`config.mk`:
```
export PLATFORM = sky130hd
export DESIGN_NAME = huffman_code_gen
export DESIGN_NICKNAME = d
export VERILOG_FILES = /design/src/rtl/huffman_code_gen_pkg.sv /design/src/rtl/huffman_node_table.sv /design/src/rtl/huffman_code_gen.sv
export SDC_FILE = /design/constraint.sdc
export NUM_CORES = 1
export LEC_CHECK = 0
export BUFFER_PORTS_ARGS = -buffer_cell sky130_fd_sc_hd__buf_2
export CORE_MARGIN = 1.5
export CORE_UTILIZATION = 50
export DETAILED_ROUTE_END_ITERATION = 7
export MAX_ROUTING_LAYER = met4
export PLACE_DENSITY = 0.75
export SLEW_MARGIN = 25
export SYNTH_ARGS = -nofsm -noshare
export SYNTH_HDL_FRONTEND = slang
export SYNTH_HIERARCHICAL = 1
export SYNTH_SLANG_ARGS = --single-unit
```
`constraint.sdc`:
```
create_clock -name clk -period 9 [get_ports clk]
set_clock_uncertainty 0.05 [all_clocks]
set_input_delay 0.9 -clock clk [delete_from_list [all_inputs] [get_ports clk]]
set_output_delay 0.9 -clock clk [all_outputs]
set_load 0.005 [all_outputs]
```
`src/rtl/huffman_code_gen_pkg.sv`:
```
// Shared constants and FSM state type for the Huffman code generator.
// Node ids: leaves 0..5 are symbols 1..6, internal nodes 6..9 come from merge steps 0..3.
package huffman_code_gen_pkg;

    localparam int NUM_SYM       = 6;
    localparam int NUM_STEP      = 5;
    localparam int LEAF_MAX      = 5;
    localparam int INTERNAL_BASE = 6;
    localparam int MAX_DEPTH     = 5;
    localparam int NUM_NODE      = 10;
    localparam int LEN_W         = 3;
    localparam int ID_W          = 4;

    typedef enum logic [1:0] {
        ST_IDLE = 2'd0,
        ST_WALK = 2'd1,
        ST_DONE = 2'd2
    } state_t;

endpackage

```
`src/rtl/huffman_node_table.sv`:
```
// Ten-entry code/length register file: two synchronous write ports (bit-0 and
// bit-1 child), one asynchronous parent read port and a flat readout of the leaves.
module huffman_node_table
    import huffman_code_gen_pkg::*;
(
    input  logic                           clk,
    input  logic                           reset,
    input  logic                           i_we,
    input  logic [ID_W-1:0]                i_waddr0,
    input  logic [MAX_DEPTH-1:0]           i_wcode0,
    input  logic [LEN_W-1:0]               i_wlen0,
    input  logic [ID_W-1:0]                i_waddr1,
    input  logic [MAX_DEPTH-1:0]           i_wcode1,
    input  logic [LEN_W-1:0]               i_wlen1,
    input  logic [ID_W-1:0]                i_raddr,
    output logic [MAX_DEPTH-1:0]           o_rcode,
    output logic [LEN_W-1:0]               o_rlen,
    output logic [NUM_SYM*MAX_DEPTH-1:0]   o_leaf_code,
    output logic [NUM_SYM*LEN_W-1:0]       o_leaf_len
);

    logic [MAX_DEPTH-1:0] r_code [NUM_NODE];
    logic [LEN_W-1:0]     r_len  [NUM_NODE];

    // Out-of-range write addresses simply hit no entry; the top flags them as errors.
    always_ff @(posedge clk or negedge reset) begin
        if (!reset) begin
            for (int i = 0; i < NUM_NODE; i++) begin
                r_code[i] <= '0;
                r_len[i]  <= '0;
            end
        end else if (i_we) begin
            for (int i = 0; i < NUM_NODE; i++) begin
                if (i_waddr0 == ID_W'(i)) begin
                    r_code[i] <= i_wcode0;
                    r_len[i]  <= i_wlen0;
                end
                if (i_waddr1 == ID_W'(i)) begin
                    r_code[i] <= i_wcode1;
                    r_len[i]  <= i_wlen1;
                end
            end
        end
    end

    always_comb begin
        o_rcode = '0;
        o_rlen  = '0;
        for (int i = 0; i < NUM_NODE; i++) begin
            if (i_raddr == ID_W'(i)) begin
                o_rcode = r_code[i];
                o_rlen  = r_len[i];
            end
        end
    end

    always_comb begin
        o_leaf_code = '0;
        o_leaf_len  = '0;
        for (int i = 0; i < NUM_SYM; i++) begin
            o_leaf_code[i*MAX_DEPTH +: MAX_DEPTH] = r_code[i];
            o_leaf_len[i*LEN_W +: LEN_W]          = r_len[i];
        end
    end

endmodule

```
`src/rtl/huffman_code_gen.sv`:
```
// Walks the tree builder's merge record root-first, one step per clock, and
// presents the resulting per-symbol code and mask once the walk completes.
module huffman_code_gen
    import huffman_code_gen_pkg::*;
#(
    parameter int CODE_W = 8
) (
    input  logic              clk,
    input  logic              reset,
    input  logic              tree_done,
    input  logic [3:0]        tree_0_0,
    input  logic [3:0]        tree_0_1,
    input  logic [3:0]        tree_0_2,
    input  logic [3:0]        tree_0_3,
    input  logic [3:0]        tree_0_4,
    input  logic [3:0]        tree_1_0,
    input  logic [3:0]        tree_1_1,
    input  logic [3:0]        tree_1_2,
    input  logic [3:0]        tree_1_3,
    input  logic [3:0]        tree_1_4,
    output logic [CODE_W-1:0] HC1,
    output logic [CODE_W-1:0] HC2,
    output logic [CODE_W-1:0] HC3,
    output logic [CODE_W-1:0] HC4,
    output logic [CODE_W-1:0] HC5,
    output logic [CODE_W-1:0] HC6,
    output logic [CODE_W-1:0] M1,
    output logic [CODE_W-1:0] M2,
    output logic [CODE_W-1:0] M3,
    output logic [CODE_W-1:0] M4,
    output logic [CODE_W-1:0] M5,
    output logic [CODE_W-1:0] M6,
    output logic              code_valid,
    output logic              tree_err
);

    function automatic logic [CODE_W-1:0] len_to_mask(input logic [LEN_W-1:0] len);
        logic [CODE_W-1:0] m;
        m = '0;
        for (int i = 0; i < CODE_W; i++) begin
            if (i < int'(len)) m[i] = 1'b1;
        end
        return m;
    endfunction

    state_t                       r_state, w_state_next;
    logic [2:0]                   r_step;
    logic [NUM_SYM-1:0]           r_assigned;
    logic                         r_err;
    logic                         r_valid;

    logic                         w_we;
    logic                         w_root;
    logic [ID_W-1:0]              w_id0, w_id1, w_paddr, w_limit;
    logic [MAX_DEPTH-1:0]         w_pcode, w_code0, w_code1;
    logic [LEN_W-1:0]             w_plen, w_clen;
    logic [NUM_SYM-1:0]           w_hit0, w_hit1, w_assigned_next;
    logic                         w_step_err;
    logic [NUM_SYM*MAX_DEPTH-1:0] w_leaf_code;
    logic [NUM_SYM*LEN_W-1:0]     w_leaf_len;
    logic [CODE_W-1:0]            w_hc [NUM_SYM];
    logic [CODE_W-1:0]            w_m  [NUM_SYM];

    always_comb begin
        w_id0 = tree_0_4;
        w_id1 = tree_1_4;
        case (r_step)
            3'd0:    begin w_id0 = tree_0_0; w_id1 = tree_1_0; end
            3'd1:    begin w_id0 = tree_0_1; w_id1 = tree_1_1; end
            3'd2:    begin w_id0 = tree_0_2; w_id1 = tree_1_2; end
            3'd3:    begin w_id0 = tree_0_3; w_id1 = tree_1_3; end
            default: begin w_id0 = tree_0_4; w_id1 = tree_1_4; end
        endcase
    end

    // Root step seeds depth-1 codes; every later step extends its parent's code.
    assign w_root  = (r_step == 3'd4);
    assign w_paddr = ID_W'(INTERNAL_BASE) + {1'b0, r_step};
    assign w_code0 = w_root ? '0   : {w_pcode[MAX_DEPTH-2:0], 1'b0};
    assign w_code1 = w_root ? 5'd1 : {w_pcode[MAX_DEPTH-2:0], 1'b1};
    assign w_clen  = w_root ? 3'd1 : w_plen + 3'd1;
    assign w_limit = w_root ? ID_W'(NUM_NODE - 1) : ID_W'(LEAF_MAX) + {1'b0, r_step};

    always_comb begin
        w_hit0 = '0;
        w_hit1 = '0;
        for (int i = 0; i < NUM_SYM; i++) begin
            w_hit0[i] = (w_id0 == ID_W'(i));
            w_hit1[i] = (w_id1 == ID_W'(i));
        end
        w_assigned_next = r_assigned | w_hit0 | w_hit1;
        w_step_err = (w_id0 > w_limit) || (w_id1 > w_limit) || (w_id0 == w_id1) ||
                     (|(r_assigned & (w_hit0 | w_hit1))) ||
                     ((r_step == 3'd0) && (w_assigned_next != '1));
    end

    always_comb begin
        w_state_next = r_state;
        w_we         = 1'b0;
        case (r_state)
            ST_IDLE: if (tree_done) w_state_next = ST_WALK;
            ST_WALK: begin
                w_we = 1'b1;
                if (r_step == 3'd0) w_state_next = ST_DONE;
            end
            ST_DONE: w_state_next = ST_DONE;
            default: w_state_next = ST_IDLE;
        endcase
    end

    always_ff @(posedge clk or negedge reset) begin
        if (!reset) begin
            r_state    <= ST_IDLE;
            r_step     <= '0;
            r_assigned <= '0;
            r_err      <= 1'b0;
            r_valid    <= 1'b0;
        end else begin
            r_state <= w_state_next;
            if (r_state == ST_IDLE && tree_done) r_step <= 3'd4;
            if (w_we) begin
                r_step     <= r_step - 3'd1;
                r_assigned <= w_assigned_next;
                r_err      <= r_err | w_step_err;
                if (r_step == 3'd0) r_valid <= 1'b1;
            end
        end
    end

    huffman_node_table u_table (
        .clk         (clk),
        .reset       (reset),
        .i_we        (w_we),
        .i_waddr0    (w_id0),
        .i_wcode0    (w_code0),
        .i_wlen0     (w_clen),
        .i_waddr1    (w_id1),
        .i_wcode1    (w_code1),
        .i_wlen1     (w_clen),
        .i_raddr     (w_paddr),
        .o_rcode     (w_pcode),
        .o_rlen      (w_plen),
        .o_leaf_code (w_leaf_code),
        .o_leaf_len  (w_leaf_len)
    );

    // Table is frozen after the walk, so outputs are a pure function of registers.
    always_comb begin
        for (int i = 0; i < NUM_SYM; i++) begin
            w_hc[i] = '0;
            w_m[i]  = '0;
            if (r_valid && !r_err) begin
                w_hc[i] = CODE_W'(w_leaf_code[i*MAX_DEPTH +: MAX_DEPTH]);
                w_m[i]  = len_to_mask(w_leaf_len[i*LEN_W +: LEN_W]);
            end
        end
    end

    assign HC1 = w_hc[0];
    assign HC2 = w_hc[1];
    assign HC3 = w_hc[2];
    assign HC4 = w_hc[3];
    assign HC5 = w_hc[4];
    assign HC6 = w_hc[5];
    assign M1  = w_m[0];
    assign M2  = w_m[1];
    assign M3  = w_m[2];
    assign M4  = w_m[3];
    assign M5  = w_m[4];
    assign M6  = w_m[5];

    assign code_valid = r_valid;
    assign tree_err   = r_valid & r_err;

endmodule
```
==> impl_metrics.env, run 1 <==
export IMPL_clockRootBuffer="clkbuf_16"
export IMPL_min_delay_worst_endpoint="r_assigned[2]$_DFFE_PN0P_"
export IMPL_dpl_hpwl_um=12930
export IMPL_grt_pass1_vias=5419
export IMPL_relSlewSlack_pct=37.71
export IMPL_total_power_mw=2.380
export IMPL_crit_type="flop to flop"
export IMPL_tightest_slew_ps=934.4
export IMPL_period_share_pct=52.07
export IMPL_required_ps=9180
export IMPL_vias_per_cell=6.140
export IMPL_grt_setup_unrepaired="no"
export IMPL_reg2reg_to="r_err$_DFFE_PN0P_"
export IMPL_avgSynthCellArea_um2=9.498
export IMPL_hold_depth=1
export IMPL_grt_use_total_pct=25.81
export IMPL_final_cell_mix="a22o_1, buf_2, dfrtp_1"
export IMPL_cts_tree="done"
export IMPL_die_area_um2=15130
export IMPL_clock_sinks=89
export IMPL_ant_nets=0
export IMPL_core_area_um2=13990
export IMPL_netSwitchingPower_mw=1.103
export IMPL_dr_pass1_iters=5
export IMPL_ios=141
export IMPL_gp_congestion=0.9260
export IMPL_drv_cap=0
export IMPL_wl_um=18490
export IMPL_final_common_cell="a22o_1"
export IMPL_critical_path_max_fanout=24
export IMPL_vdd_ir_drop_max_mv=0.2770
export IMPL_crit_arrival_ps=4870
export IMPL_power_frac_seq_pct=29.7
export IMPL_combPwrFrac_pct=52.7
export IMPL_swShare_pct=46.33
export IMPL_pwr_share_clk_pct=17.6
export IMPL_fp_row_count=43
export IMPL_clockBufferDepth=2
export IMPL_r2r_start="r_step[1]$_DFFE_PN0P_"
export IMPL_drive_above_1_share_pct=23.24
export IMPL_synthToLayoutAreaGrowth_pct=6.361
export IMPL_htree_levels=3
export IMPL_grt_ovfl_total=0
export IMPL_end_kind="flop"
export IMPL_outcome="completed"
export IMPL_nets=837
export IMPL_fmax_mhz=213.4
export IMPL_period_minus_slack_ps=4686
export IMPL_rr_worst_depth=14
export IMPL_netlist_area_um2=7199
export IMPL_worstSetupStartpointType="flop"
export IMPL_cts_setup_buffers=0
export IMPL_portBuffers=116
export IMPL_worstSkewPairLatency_ps=350
export IMPL_drc=0
export IMPL_cts_buffers=9
export IMPL_p_per_area_nw_per_um2=310.9
export IMPL_antenna_found_initial=0
export IMPL_start_util_pct=51.47
export IMPL_hold_viol_final=0
export IMPL_finalSetupViolations=0
export IMPL_fp_dieH_um=123.0
export IMPL_ys_warn_count=6
export IMPL_fin_setup_tns_ps=0
export IMPL_path_clk_slew_ps=70
export IMPL_min_from="r_assigned[2]$_DFFE_PN0P_"
export IMPL_power_leakage_nw=3.524
export IMPL_syn_inst=758
export IMPL_r2r_slack_ps=4310
export IMPL_antenna_cells=0
export IMPL_drt_iter0_drc=463
export IMPL_internal_power_mw=1.278
export IMPL_maxSlewViolCount=0
export IMPL_num_vias=5913
export IMPL_hold_class="flop to flop"
export IMPL_fill_cells=1275
export IMPL_grt_max_degree=92
export IMPL_grt_pass1_wl_um=29060
export IMPL_ctsHoldBuffers=0
export IMPL_die_w_um=123.0
export IMPL_cts_resized_gates=0
export IMPL_wl_per_cell_um=19.20
[sequential cells by signal, indices dropped and copies added, names as in the netlist]
register             cells
u_table/o_leaf_len      18
u_table/r_len           12
r_step                   3
u_table/o_leaf_code     30
r_err                    1
code_valid               1
r_assigned               6
u_table/r_code          16
r_state                  2
[how the worst max path moves through the flow]
stage	startpoint	to	slack [ps]	cells past startpoint
after floorplan	r_step[2]$_DFFE_PN0P_	r_err$_DFFE_PN0P_	5680	16
final	r_step[1]$_DFFE_PN0P_	r_err$_DFFE_PN0P_	4310	14
after detailed placement	r_step[1]$_DFFE_PN0P_	r_err$_DFFE_PN0P_	4440	14
after global placement	r_step[1]$_DFFE_PN0P_	u_table/r_len[1]$_DFFE_PN0P_	4420	10
after CTS	r_step[1]$_DFFE_PN0P_	r_err$_DFFE_PN0P_	4430	14
after global routing	r_step[1]$_DFFE_PN0P_	r_err$_DFFE_PN0P_	3870	14
[metal layers]
| metal | vias to the layer above | routed length (um) | track usage (%) |
|---|---|---|---|
| li1 | 2796 | - | - |
| met1 | 2844 | 8085 | 32.69 |
| met2 | 234 | 8757 | 41.94 |
| met3 | 39 | 1189 | 4.474 |
| met4 | 0 | 461 | 8.836 |
| met5 | - | 0 | - |
[critical path: stages, from the launching register on]
cell	delay [ps]
dfrtp_1	440
inv_1	540
ha_1	620
nor3_2	90
o21bai_1	220
buf_4	290
mux2i_1	330
inv_1	370
ha_1	420
nor2b_1	130
o21ai_0	150
a21oi_1	80
a2111oi_0	340
nand4_1	140
o32a_1	340
[area by class of cell]
type                       instances  area (um^2)  share of cell area [%]
multi-input combinational        532         4150                   54.20
sequential                        89         2227                   29.09
timing repair buffer             121        624.3                   8.154
clock buffer                       9        225.2                   2.941
tap                              180        225.2                   2.941
clock inverter                     7        111.4                   1.454
inverter                          25        93.84                   1.225
[power by group through the flow]
stage,Sequential [mW],Combinational (mW),Clock (mW)
after global placement,0.704,1.19,0
after CTS,0.703,1.24,0.426
final,0.706,1.25,0.420
after detailed placement,0.708,1.23,0
after floorplan,0.629,1.14,0
after global routing,0.723,1.38,0.446
[per-stage QoR]
step	cells	util [%]	hold WS, ps	instance area, um^2	worst slack, ps
3_3_place_gp	947	52.16	415.6	7297	4417
3_5_place_dp	947	52.28	421.4	7313	4438
4_1_cts	963	54.69	435.7	7650	4425
6_report	963	54.74	435.0	7657	4314
2_1_floorplan	782	-	399.8	7289	5676
5_1_grt	963	54.74	457.3	7657	3875
(Power assumes the default switching activity.)
==> run 2: changes to the inputs <==
--- a/config.mk
+++ b/config.mk
@@ -5,6 +5,7 @@
 export SDC_FILE = /design/constraint.sdc
 export NUM_CORES = 1
 export LEC_CHECK = 0
+export ABC_AREA = 1
 export BUFFER_PORTS_ARGS = -buffer_cell sky130_fd_sc_hd__buf_2
 export CORE_MARGIN = 1.5
 export CORE_UTILIZATION = 50
==> constraint.sdc (replaced) <==
create_clock -name clk -period 4.61 [get_ports clk]
set_clock_uncertainty 0.05 [all_clocks]
set_input_delay 0.461 -clock clk [delete_from_list [all_inputs] [get_ports clk]]
set_output_delay 0.461 -clock clk [all_outputs]
set_load 0.005 [all_outputs]
==> impl_metrics.env, run 2 <==
export IMPL_outcome="completed"
export IMPL_grt_use_total_pct=27.47
export IMPL_wl_um=19980
export IMPL_r2r_start="r_step[0]$_DFFE_PN0P_"
export IMPL_relSlewSlack_pct=49.92
export IMPL_dr_pass1_iters=6
export IMPL_vias_per_cell=5.333
export IMPL_worstSetupStartpointType="flop"
export IMPL_syn_inst=1092
export IMPL_fmax_mhz=257.7
export IMPL_fill_cells=1360
export IMPL_fp_row_count=43
export IMPL_dpl_cell_area_um2=7492
export IMPL_slowest_delay_ps=630
export IMPL_clockBufferDepth=2
export IMPL_end_kind="flop"
export IMPL_tightest_slew_ps=751.2
export IMPL_regArea_um2=2227
export IMPL_grt_pass1_wl_um=30850
export IMPL_crit_type="flop to flop"
export IMPL_critPathSlowestCell="dfrtp_1"
export IMPL_crit_path_frequent_cell="nand2_1"
export IMPL_final_cell_mix="nand2_1, nor2_1, inv_1"
export IMPL_ant_nets=0
export IMPL_ctsHoldBuffers=0
export IMPL_hold_class="input pin to asynchronous set/reset pin"
export IMPL_clockRootBuffer="clkbuf_16"
export IMPL_die_w_um=123.1
export IMPL_cts_resized_gates=0
export IMPL_core_area_um2=13990
export IMPL_vdd_ir_drop_max_mv=0.2366
export IMPL_ys_warn_count=6
export IMPL_antenna_cells=0
export IMPL_grt_ovfl_total=0
export IMPL_final_common_cell="nand2_1"
export IMPL_period_minus_slack_ps=3881
export IMPL_drt_iter0_drc=737
export IMPL_path_clk_slew_ps=60
export IMPL_layout_setup_ws_ps=728.8
export IMPL_path_cells="inv_1, ha_1, nand2_1, inv_1, nand2_1, nand2_1, nor2_1, nand2_1, nor2_8, nand2_1, a21oi_2, o21ai_0"
export IMPL_netSwitchingPower_mw=2.604
export IMPL_dpl_hpwl_um=14770
export IMPL_die_area_um2=15160
export IMPL_grt_max_degree=58
export IMPL_fin_setup_tns_ps=0
export IMPL_multi_input_area_um2=3849
export IMPL_grt_pass1_vias=6124
export IMPL_power_frac_seq_pct=28.5
export IMPL_worstSkewPairLatency_ps=350
export IMPL_hold_viol_final=0
export IMPL_gp_congestion=0.9507
export IMPL_drv_cap=0
export IMPL_cts_tree="done"
export IMPL_start_util_pct=51.59
export IMPL_nets=1209
export IMPL_wl_per_cell_um=14.96
export IMPL_clock_sinks=89
export IMPL_drc=0
export IMPL_internal_power_mw=2.537
export IMPL_antenna_found_initial=0
export IMPL_fin_area_um2=7838
export IMPL_netlist_area_um2=7217
export IMPL_required_ps=4760
export IMPL_htree_levels=3
export IMPL_crit_arrival_ps=4030
export IMPL_crit_start="r_step[0]$_DFFE_PN0P_"
export IMPL_cts_buffers=9
export IMPL_cts_setup_buffers=0
export IMPL_synthToLayoutAreaGrowth_pct=8.599
export IMPL_num_vias=7119
export IMPL_pwr_share_clk_pct=16.8
export IMPL_maxSlewViolCount=0
export IMPL_p_per_area_nw_per_um2=655.9
export IMPL_largest_reg_flops=30
export IMPL_avgSynthCellArea_um2=6.609
export IMPL_post_place_ws_ps=787.5
export IMPL_critical_path_max_fanout=27
export IMPL_fp_dieH_um=123.1
export IMPL_drive_above_1_share_pct=16.71
export IMPL_total_power_mw=5.141
export IMPL_portBuffers=116
export IMPL_swShare_pct=50.65
export IMPL_period_share_pct=84.19
export IMPL_combPwrFrac_pct=54.7
export IMPL_cp_top_family="simple AND/OR/NAND/NOR gates"
export IMPL_ios=141
export IMPL_worstPathBufferInverterCount=2
export IMPL_power_leakage_nw=4.029
export IMPL_finalSetupViolations=0
export IMPL_grt_setup_unrepaired="no"
## run 2: layout make-up
type	count	area share (%)
Clock inverter	4	1.261
Tap cell	180	2.874
Sequential cell	89	28.42
Timing Repair Buffer	130	8.780
Inverter	134	6.418
Multi-Input combinational cell	786	49.11
Clock buffer	12	3.145
## run 2: worst paths after layout
| check | endpoint | cells after the start | slack [ps] |
|---|---|---|---|
| setup reg to reg | u_table/r_len[9]$_DFFE_PN0P_ | 12 | 730 |
| min in group clk | r_assigned[3]$_DFFE_PN0P_ | 2 | 430 |
| hold / removal | r_assigned[2]$_DFFE_PN0P_ | 1 | 110 |
| max in group asynchronous | u_table/r_len[6]$_DFFE_PN0P_ | 2 | 3430 |
| setup / recovery | u_table/r_len[9]$_DFFE_PN0P_ | 12 | 730 |
| hold reg to reg | r_assigned[3]$_DFFE_PN0P_ | 2 | 430 |
## run 2: worst reg2reg max path: stages, from the launching register on
cell and delay (ps):
dfrtp_1 630, inv_1 160, ha_1 390, nand2_1 140
inv_1 100, nand2_1 70, nand2_1 50, nor2_1 120
nand2_1 330, nor2_8 480, nand2_1 410, a21oi_2 620
o21ai_0 180
## run 2: power by group through the flow
| stage | Sequential (mW) | Clock [mW] | Combinational [mW] |
|---|---|---|---|
| final | 1.46 | 0.865 | 2.81 |
| after global routing | 1.50 | 0.901 | 3.14 |
| after CTS | 1.45 | 0.874 | 2.76 |
| after detailed placement | 1.47 | 0 | 2.74 |
| after global placement | 1.46 | 0 | 2.69 |
| after floorplan | 1.32 | 0 | 2.42 |
## run 2: per-layer routing
metal	GRT usage, %	wire length [um]	up-vias
met5	-	0	-
met4	14.01	810	0
met3	3.321	1675	54
met1	35.94	8590	3204
li1	-	-	3522
met2	42.12	8900	339
## run 2: metrics by stage
step | utilization [%] | hold WS [ps] | cells
6_report | 56.03 | 109.7 | 1335
5_1_grt | 56.03 | 193.3 | 1335
4_1_cts | 56.03 | 156.5 | 1335
3_5_place_dp | 53.56 | 411.5 | 1319
3_3_place_gp | 53.56 | 403.4 | 1319
2_1_floorplan | - | 115.4 | 1122
==> run 3: changes to the inputs <==
--- a/config.mk
+++ b/config.mk
@@ -11,7 +11,7 @@
 export CORE_UTILIZATION = 50
 export DETAILED_ROUTE_END_ITERATION = 7
 export MAX_ROUTING_LAYER = met4
-export PLACE_DENSITY = 0.75
+export PLACE_DENSITY = 0.78
 export SLEW_MARGIN = 25
 export SYNTH_ARGS = -nofsm -noshare
 export SYNTH_HDL_FRONTEND = slang
==> constraint.sdc (replaced) <==
create_clock -name clk -period 3.5 [get_ports clk]
set_clock_uncertainty 0.05 [all_clocks]
set_input_delay 0.35 -clock clk [delete_from_list [all_inputs] [get_ports clk]]
set_output_delay 0.35 -clock clk [all_outputs]
set_load 0.005 [all_outputs]
==> impl_metrics.env, run 3 (synthesis results as in run 2) <==
export IMPL_final_core_util_pct=57.64
export IMPL_relSlewSlack_pct=52.53
export IMPL_crit_type="flop to flop"
export IMPL_path_cells="inv_1, buf_4, ha_1, inv_1, nor2_1, nand2_1, nand2_1, nor2_2, nand2_2, inv_1, nor2_4, nand2_4, a21oi_4, nor2_1, a31oi_1"
export IMPL_gr_usage_met3_pct=3.690
export IMPL_drive_above_1_share_pct=18.64
export IMPL_grt_use_total_pct=27.79
export IMPL_vdd_ir_drop_max_mv=0.3158
export IMPL_wl_um=20220
export IMPL_path_clk_slew_ps=70
export IMPL_grt_ovfl_total=0
export IMPL_largest_reg_flops=30
export IMPL_grt_pass1_vias=6361
export IMPL_worstPathBufferInverterCount=4
export IMPL_met1_usage_pct=36.88
export IMPL_period_share_pct=92.52
export IMPL_internal_power_mw=3.487
export IMPL_cts_buffers=9
export IMPL_total_power_mw=7.015
export IMPL_swShare_pct=50.29
export IMPL_core_area_um2=13990
export IMPL_dr_pass1_iters=8
export IMPL_failed_checks="DRC"
export IMPL_portBuffers=116
export IMPL_power_frac_seq_pct=27.3
export IMPL_ios=141
export IMPL_crit_arrival_ps=3440
export IMPL_die_area_um2=15160
export IMPL_drt_iter0_drc=883
export IMPL_fmax_mhz=308.8
export IMPL_hold_ws_ps=319.7
export IMPL_required_ps=3710
export IMPL_netSwitchingPower_mw=3.528
export IMPL_htree_levels=3
export IMPL_slowest_delay_ps=430
export IMPL_outcome="complete, but fails checks"
export IMPL_critPathSlowestCell="dfrtp_1"
export IMPL_grt_setup_unrepaired="no"
export IMPL_finalSetupViolations=0
export IMPL_maxSlewViolCount=0
export IMPL_met2_usage_pct=43.16
export IMPL_num_vias=7367
export IMPL_vias_per_cell=5.417
export IMPL_fp_dieH_um=123.1
export IMPL_die_w_um=123.1
export IMPL_worstSetupStartpointType="flop"
export IMPL_final_common_cell="nand2_1"
export IMPL_p_per_area_nw_per_um2=870.1
export IMPL_grt_max_degree=39
export IMPL_start_util_pct=51.59
export IMPL_tightest_slew_ps=711.2
export IMPL_busiest_layer="met2"
export IMPL_hold_viol_final=0
export IMPL_wl_per_cell_um=14.87
export IMPL_dpl_hpwl_um=14760
export IMPL_hold_class="input pin to flop"
export IMPL_final_cell_mix="nand2_1, nor2_1, inv_1"
export IMPL_gp_congestion=0.9462
export IMPL_crit_path_frequent_cell="inv_1"
export IMPL_cts_tree="done"
export IMPL_end_kind="flop"
export IMPL_antenna_cells=0
export IMPL_antenna_found_initial=0
export IMPL_fp_row_count=43
export IMPL_nets=1234
export IMPL_drc=4
export IMPL_worstSkewPairLatency_ps=340
export IMPL_critical_path_max_fanout=16
export IMPL_ant_nets=0
export IMPL_period_minus_slack_ps=3238
export IMPL_clock_sinks=89
export IMPL_pwr_share_clk_pct=16.3
export IMPL_clockBufferDepth=2
export IMPL_cp_top_family="simple AND/OR/NAND/NOR gates"
export IMPL_combPwrFrac_pct=56.4
export IMPL_synthToLayoutAreaGrowth_pct=11.72
export IMPL_power_leakage_nw=4.153
export IMPL_clockRootBuffer="clkbuf_16"
export IMPL_fin_setup_tns_ps=0
export IMPL_grt_pass1_wl_um=31730
export IMPL_drv_cap=0
-- run 3: worst paths after layout --
| kind | from | to | slack, ps | cells past startpoint |
|---|---|---|---|---|
| max | r_step[1]$_DFFE_PN0P_ | u_table/o_leaf_code[25]$_DFFE_PN0P_ | 260 | 15 |
| min | tree_done | r_step[0]$_DFFE_PN0P_ | 320 | 4 |
| max reg2reg | r_step[1]$_DFFE_PN0P_ | u_table/o_leaf_code[25]$_DFFE_PN0P_ | 260 | 15 |
| min reg2reg | r_assigned[0]$_DFFE_PN0P_ | r_assigned[0]$_DFFE_PN0P_ | 420 | 2 |
| max in group asynchronous | reset | u_table/o_leaf_len[2]$_DFFE_PN0P_ | 2160 | 3 |
| min in group asynchronous | reset | r_assigned[4]$_DFFE_PN0P_ | 460 | 2 |
-- run 3: power groups by stage --
| stage | Sequential (mW) | Combinational [mW] | Clock (mW) |
|---|---|---|---|
| after floorplan | 1.74 | 3.19 | 0 |
| after global placement | 1.90 | 3.71 | 0 |
| after detailed placement | 1.91 | 3.78 | 0 |
| after CTS | 1.89 | 3.82 | 1.16 |
| after global routing | 1.96 | 4.39 | 1.19 |
| final | 1.91 | 3.96 | 1.14 |
-- run 3: metal layers --
metal  part of all wire [%]  up-vias
met5                      0        -
met4                    3.8        0
met3                    8.4       78
li1                       -     3569
met1                     43     3339
met2                     45      381
-- run 3: final cells by class --
cell class / instances / area [um^2]
Inverter: 134 / 503.0
Multi-Input combinational cell: 786 / 3864
Fill cell: 1295 / 5926
Timing Repair Buffer: 155 / 890.9
Clock inverter: 6 / 113.9
Tap cell: 180 / 225.2
Clock buffer: 10 / 239.0
Sequential cell: 89 / 2227
-- run 3: what timing repair did --
item	in CTS	in global routing
hold endpoints to repair	36	0
endpoints found under the setup margin	0	29
setup buffers	0	4
gates resized for setup	0	3
hold buffers	1	0
-- run 3: worst reg2reg max path: cells and delay by family (launching register included) --
| kind | cells | cell delay, ps |
|---|---|---|
| simple gates | 8 | 1240 |
| compound gates | 2 | 610 |
| buf+inv | 4 | 470 |
| flops | 1 | 430 |
| fa+ha+maj | 1 | 350 |
-- run 3: through the flow --
stage | std cells | instance area, um^2 | worst slack (ps)
after floorplan | 1122 | 7330 | 434.8
after global placement | 1339 | 7655 | 295.0
after detailed placement | 1339 | 7655 | 253.3
after CTS | 1356 | 8018 | 233.4
after global routing | 1360 | 8063 | 50.49
final | 1360 | 8063 | 261.7
